[config.mk]
export PLATFORM = sky130hd
export DESIGN_NAME = fir_out_decimator_flat
export DESIGN_NICKNAME = d
export VERILOG_FILES = /design/src/rtl/fir_out_decimator_if.sv /design/src/rtl/fir_out_decimator.sv /design/src/flat_wrapper.sv
export SDC_FILE = /design/constraint.sdc
export NUM_CORES = 1
export LEC_CHECK = 0
export ABC_AREA = 1
export BUFFER_PORTS_ARGS = -buffer_cell sky130_fd_sc_hd__buf_2
export CAP_MARGIN = 5
export CORE_MARGIN = 3
export CORE_UTILIZATION = 58
export DETAILED_ROUTE_END_ITERATION = 8
export PLACE_DENSITY = 0.88
export SYNTH_ARGS = -nofsm -noshare
export SYNTH_HDL_FRONTEND = slang
export SYNTH_SLANG_ARGS = --single-unit
[constraint.sdc]
create_clock -name clk -period 2.3 [get_ports clk]
set_input_delay 0.115 -clock clk [delete_from_list [all_inputs] [get_ports clk]]
set_output_delay 0.115 -clock clk [all_outputs]
set_load 0.01 [all_outputs]
[src/rtl/fir_out_decimator_if.sv]
// fir_out_decimator_if: sample-in / decimated-out handshake bundle with status
interface fir_out_decimator_if #(
   parameter int DEPTH = 4
);
   localparam int LW = $clog2(DEPTH) + 1;
   logic          in_valid;
   logic [15:0]   in_sample;
   logic          in_ready;
   logic          phase_clr;
   logic          out_valid;
   logic          out_ready;
   logic [15:0]   out_sample;
   logic [LW-1:0] level;
   logic          ovf_sticky;
   modport master (
      output in_valid, in_sample, phase_clr, out_ready,
      input  in_ready, out_valid, out_sample, level, ovf_sticky
   );
   modport slave (
      input  in_valid, in_sample, phase_clr, out_ready,
      output in_ready, out_valid, out_sample, level, ovf_sticky
   );
endinterface

[src/rtl/fir_out_decimator.sv]
// fir_out_decimator: keeps every DECIM-th accepted sample and queues it in a small FIFO
module fir_out_decimator #(
   parameter int DECIM = 4,
   parameter int DEPTH = 4
) (
   input logic                clk,
   input logic                rst,
   fir_out_decimator_if.slave s
);
   localparam int AW = $clog2(DEPTH);
   localparam int LW = AW + 1;
   localparam int PW = (DECIM > 1) ? $clog2(DECIM) : 1;
   localparam logic [PW-1:0] PMAX  = PW'(DECIM - 1);
   localparam logic [LW-1:0] LFULL = LW'(DEPTH);

   logic [15:0]   r_mem [DEPTH];
   logic [AW-1:0] r_wr_ptr;
   logic [AW-1:0] r_rd_ptr;
   logic [LW-1:0] r_level;
   logic [PW-1:0] r_phase;
   logic          r_live;
   logic          r_ovf;
   logic          w_full;
   logic          w_in_ready;
   logic          w_acc;
   logic          w_keep;
   logic          w_out_valid;
   logic          w_pop;
   logic [PW-1:0] w_phase_eff;
   logic [PW-1:0] w_phase_nxt;

   // handshake decode; in_ready depends only on registers, never on out_ready
   always_comb begin
      w_full      = r_level == LFULL;
      w_in_ready  = r_live & ~w_full;
      w_acc       = s.in_valid & w_in_ready;
      w_phase_eff = s.phase_clr ? '0 : r_phase;
      w_keep      = w_acc & (w_phase_eff == '0);
      w_phase_nxt = w_acc ? ((w_phase_eff == PMAX) ? '0 : w_phase_eff + PW'(1)) : w_phase_eff;
      w_out_valid = r_level != '0;
      w_pop       = w_out_valid & s.out_ready;
   end

   // decimation phase, post-reset enable and sticky overflow flag
   always_ff @(posedge clk or negedge rst) begin
      if (!rst) begin
         r_phase <= '0;
         r_live  <= 1'b0;
         r_ovf   <= 1'b0;
      end else begin
         r_phase <= w_phase_nxt;
         r_live  <= 1'b1;
         if (w_full & s.in_valid & (w_phase_eff == '0)) r_ovf <= 1'b1;
      end
   end

   // circular FIFO; head is read straight from storage so a write shows up one edge later
   always_ff @(posedge clk or negedge rst) begin
      if (!rst) begin
         for (int i = 0; i < DEPTH; i++) r_mem[i] <= '0;
         r_wr_ptr <= '0;
         r_rd_ptr <= '0;
         r_level  <= '0;
      end else begin
         if (w_keep) begin
            r_mem[r_wr_ptr] <= s.in_sample;
            r_wr_ptr        <= r_wr_ptr + AW'(1);
         end
         if (w_pop) r_rd_ptr <= r_rd_ptr + AW'(1);
         r_level <= r_level + LW'(w_keep) - LW'(w_pop);
      end
   end

   assign s.in_ready   = w_in_ready;
   assign s.out_valid  = w_out_valid;
   assign s.out_sample = r_mem[r_rd_ptr];
   assign s.level      = r_level;
   assign s.ovf_sticky = r_ovf;
endmodule

[src/flat_wrapper.sv]
// flat-port wrapper written by rule: the top's interface ports become plain ports
module fir_out_decimator_flat 
#(
   parameter int DECIM = 4,
   parameter int DEPTH = 4
)
  (clk, rst, s_in_valid, s_in_sample, s_phase_clr, s_out_ready, s_in_ready, s_out_valid, s_out_sample, s_level, s_ovf_sticky);
  fir_out_decimator_if #(.DEPTH(DEPTH)) s_i ();
  input logic clk;
  input logic rst;
  input wire logic [$bits(s_i.in_valid)-1:0] s_in_valid;
  input wire logic [$bits(s_i.in_sample)-1:0] s_in_sample;
  input wire logic [$bits(s_i.phase_clr)-1:0] s_phase_clr;
  input wire logic [$bits(s_i.out_ready)-1:0] s_out_ready;
  output wire logic [$bits(s_i.in_ready)-1:0] s_in_ready;
  output wire logic [$bits(s_i.out_valid)-1:0] s_out_valid;
  output wire logic [$bits(s_i.out_sample)-1:0] s_out_sample;
  output wire logic [$bits(s_i.level)-1:0] s_level;
  output wire logic [$bits(s_i.ovf_sticky)-1:0] s_ovf_sticky;
  assign s_i.in_valid = s_in_valid;
  assign s_i.in_sample = s_in_sample;
  assign s_i.phase_clr = s_phase_clr;
  assign s_i.out_ready = s_out_ready;
  assign s_in_ready = s_i.in_ready;
  assign s_out_valid = s_i.out_valid;
  assign s_out_sample = s_i.out_sample;
  assign s_level = s_i.level;
  assign s_ovf_sticky = s_i.ovf_sticky;
  fir_out_decimator #(.DECIM(DECIM), .DEPTH(DEPTH)) u_core (.clk(clk), .rst(rst), .s(s_i));
endmodule
==> summary.md <==
| Metric | Value |
|---|---|
| Status | `completed` |
| Multi-input logic area | `0.00154 mm²` |
| Mux cell area share after synthesis | `0%` |
| Tightest Hold Check Type | `in -> reg` |
| Vias in the first global route | `3413` |
| Ranking of synthesized cells by area | `dfrtp_1 52%, nand2_1 15%, nand4_1 12%` |
| Share of cells above drive strength 1 | `15.9%` |
| Yosys warns | `0` |
| Syn Area/Cell | `8.34 µm²` |
| Longest Clk Path Bufs | `2` |
| Layout Nets | `503` |
| Slew HR | `40.3%` |
| CP Class | `reg -> reg` |
| Die area | `0.00725 mm²` |
| Post-route clock skew | `9.07 ps` |
| Layout filler cell count | `440` |
| Post-route worst setup slack | `239 ps` |
| Worst skew pair latency | `360 ps` |
| CTS root buf | `clkbuf_8` |
| Port bufs | `42` |
| Worst setup SP type | `flop` |
| TritonCTS clock tree | `built` |
| Worst path required time | `2550 ps` |
| Htree depth | `3` |
| Die Y | `85.2 µm` |
| Comb power frac | `45.2%` |
| I/O pin count | `43` |
| Adder-cell share of the synthesized area | `2.96%` |
| Vias per cell | `6.28` |
| Die width | `85.2 µm` |
| Post-synth cell types | `18` |
| XOR/XNOR Fraction of Synth Area | `0.723%` |
| Initial antenna violation count | `0` |
| Vias | `3480` |
| Tcrit/Tclk final | `89.6%` |
| CTS Buf Count | `9` |
| Largest family of logic cells by synthesized area | `simple AND/OR/NAND/NOR gates` |
| Total track usage | `28.5%` |
| VDD IR max | `0.819 mV` |
| Max incr delay on CP | `490 ps` |
| Critical-path cell list | `nor2_1 > buf_4 > nand2_1 > nand2_1 > nor2_1 > ha_1 > inv_1 > fa_1 > inv_1` |
| FF/Latch Area | `0.00188 mm²` |
| Ant diodes | `0` |
| Synthesized instance count | `436` |
| Sw frac | `42.7%` |
| Setup tns final | `0 ps` |
| Fin util | `69.3%` |
| Cell Area, Synth | `0.00364 mm²` |
| Clock sink count | `75` |
| Initial Util | `60.7%` |
| Syn-to-layout area delta | `14.2%` |
| Setup-failing EPs final | `0` |
| DRC | `0` |
| First-pass GRT wire length | `16200 µm` |
| Largest net degree at the start of global routing | `66` |
| Flop2flop setup slack | `240 ps` |
| Grt ovf | `0` |
| Critical Path End Type | `flop` |
| Measured slew at the worst slew-check pin | `896 ps` |
| Sw Pwr | `2.59 mW` |
| Clk pwr share | `17.4%` |
| Leakage Power | `2.15 nW` |
| DP Wirelength | `5720 µm` |
| Max-slew violations | `0` |
| Final WL | `9730 µm` |
| PwrDens | `1460 mW/mm²` |
| Tmin final | `2060 ps` |
| Max Cap Viol | `0` |
| Post-detailed-route wirelength per cell | `17.6 µm` |
| Place WS | `285 ps` |
| #FFs+latches synth | `75` |
| Cell taking the most area after synthesis | `dfrtp_1` |
| Sequential power share | `37.3%` |
| Number of gates resized after CTS | `0` |
| GP Congestion | `0.836` |
| Crit-path max FO | `6` |
| Post-synth top area share | `51.6%` |
| Unrepaired setup endpoints after global routing | `false` |
| Pint | `3.48 mW` |
| Worst Path Arrival | `2310 ps` |
| Core area | `0.00599 mm²` |
| Clock transition at the registers of the reported paths | `80 ps` |
| Cell Rows | `28` |
| Starting DRC count in detailed routing | `481` |
| Synth Net Count | `465` |
| Synth Area in Compound Gates | `8.26%` |
| Post-route ant nets | `0` |
| Final hold violations | `0` |
| Seq/Total Area, Yosys | `51.6%` |
| Critical-path top delay cell | `fa_1` |
| Synth Area in Simple Gates | `30.1%` |
| First-pass DRT Iterations | `5` |
| Max Clock Freq | `485 MHz` |
## layer usage
metal / global-route usage [%] / routed length, µm / up-vias
met5: 0 / 0 / -
met4: 11.5 / 192 / 0
li1: - / - / 1564
met1: 37.3 / 3750 / 1659
met3: 6.60 / 1070 / 24
met2: 46.0 / 4710 / 233
## final timing paths
path | to | depth (start not counted) | start
worst max-delay path | u_core.s.level[1] | 9 | u_core.s.level[1]
worst min-delay path | u_core.r_mem[12] | 3 | s_in_sample[12]
worst max register to register | u_core.s.level[1] | 9 | u_core.s.level[1]
worst min register to register | u_core.s.ovf_sticky | 1 | u_core.s.ovf_sticky
max in group asynchronous | u_core.r_mem[40] | 3 | rst
min in group asynchronous | u_core.r_mem[27] | 2 | rst
## cell type report
class | count | share of cell area [%]
Clock buffer | 12 | 3.74
Inverter | 14 | 1.27
Clock inverter | 4 | 1.18
Tap cell | 75 | 2.26
Timing Repair Buffer | 61 | 9.16
Sequential cell | 75 | 45.2
Multi-Input combinational cell | 313 | 37.2
## power groups by stage
| stage | sequential [mW] | combinational [mW] | clock (mW) |
|---|---|---|---|
| after floorplan | 2.21 | 1.75 | 0 |
| final | 2.26 | 2.74 | 1.06 |
| after detailed placement | 2.26 | 2.69 | 0 |
| after CTS | 2.25 | 2.72 | 1.06 |
| after global routing | 2.32 | 3.04 | 1.13 |
| after global placement | 2.23 | 2.61 | 0 |
## cells by family after synthesis
group                    count (synthesis)
AND/OR/NAND/NOR                        246
flip-flops                              75
AO/OA/AOI/OAI                           55
buffers and inverters                   48
adder cells (fa/ha/maj)                  8
XOR/XNOR                                 3
other                                    1
## cell usage in the layout (no fill, tap or decap), drive strengths merged, types with 2 or more instances in the layout
| cell | count |
|---|---|
| nand2 | 142 |
| dfrtp | 75 |
| nand4 | 68 |
| buf | 60 |
| o21ai | 36 |
| nor2 | 35 |
| o22ai | 16 |
| inv | 14 |
| clkbuf | 12 |
| ha | 7 |
| clkinv | 3 |
| xnor2 | 2 |
| o21bai | 2 |
## state kept, by name, indices dropped and copies added (netlist names)
register and flops:
u_core.s.level 3, u_core.r_live 1, u_core.r_wr_ptr 2, u_core.r_mem 64, u_core.s.ovf_sticky 1, u_core.r_rd_ptr 2
u_core.r_phase 2
## synthesized netlist by cell type
library cell	n
nand2_1	142
dfrtp_1	75
nand4_1	68
o21ai_0	36
nor2_1	35
o22ai_1	16
clkbuf_1	15
inv_1	14
buf_2	10
buf_4	9
ha_1	7
o21bai_1	2
xnor2_1	2
a21oi_1	1
conb_1	1
fa_1	1
nand3_1	1
xor2_1	1
## repair_timing
action                                 in CTS  in global routing
buffers inserted                            0                  0
endpoints found under the hold margin      29                  0
hold buffers                                1                  0
## worst max-delay path, delay by kind of cell, from the launching register on
| family | cells | cell delay, ps |
|---|---|---|
| and+or+nand+nor | 4 | 610 |
| adders and majority gates | 2 | 670 |
| buffers and inverters | 3 | 240 |
| DFF | 1 | 440 |
## metrics by stage
stage	cell area [µm²]	total power, mW	cells	hold WS, ps
2_1_floorplan	3640	3.96	436	-181
3_3_place_gp	3940	4.84	537	208
3_5_place_dp	3940	4.95	537	210
4_1_cts	4150	6.03	554	27.7
5_1_grt	4150	6.49	554	31.5
6_report	4150	6.07	554	34.5
No activity file was read; power rests on OpenSTA's default activity.
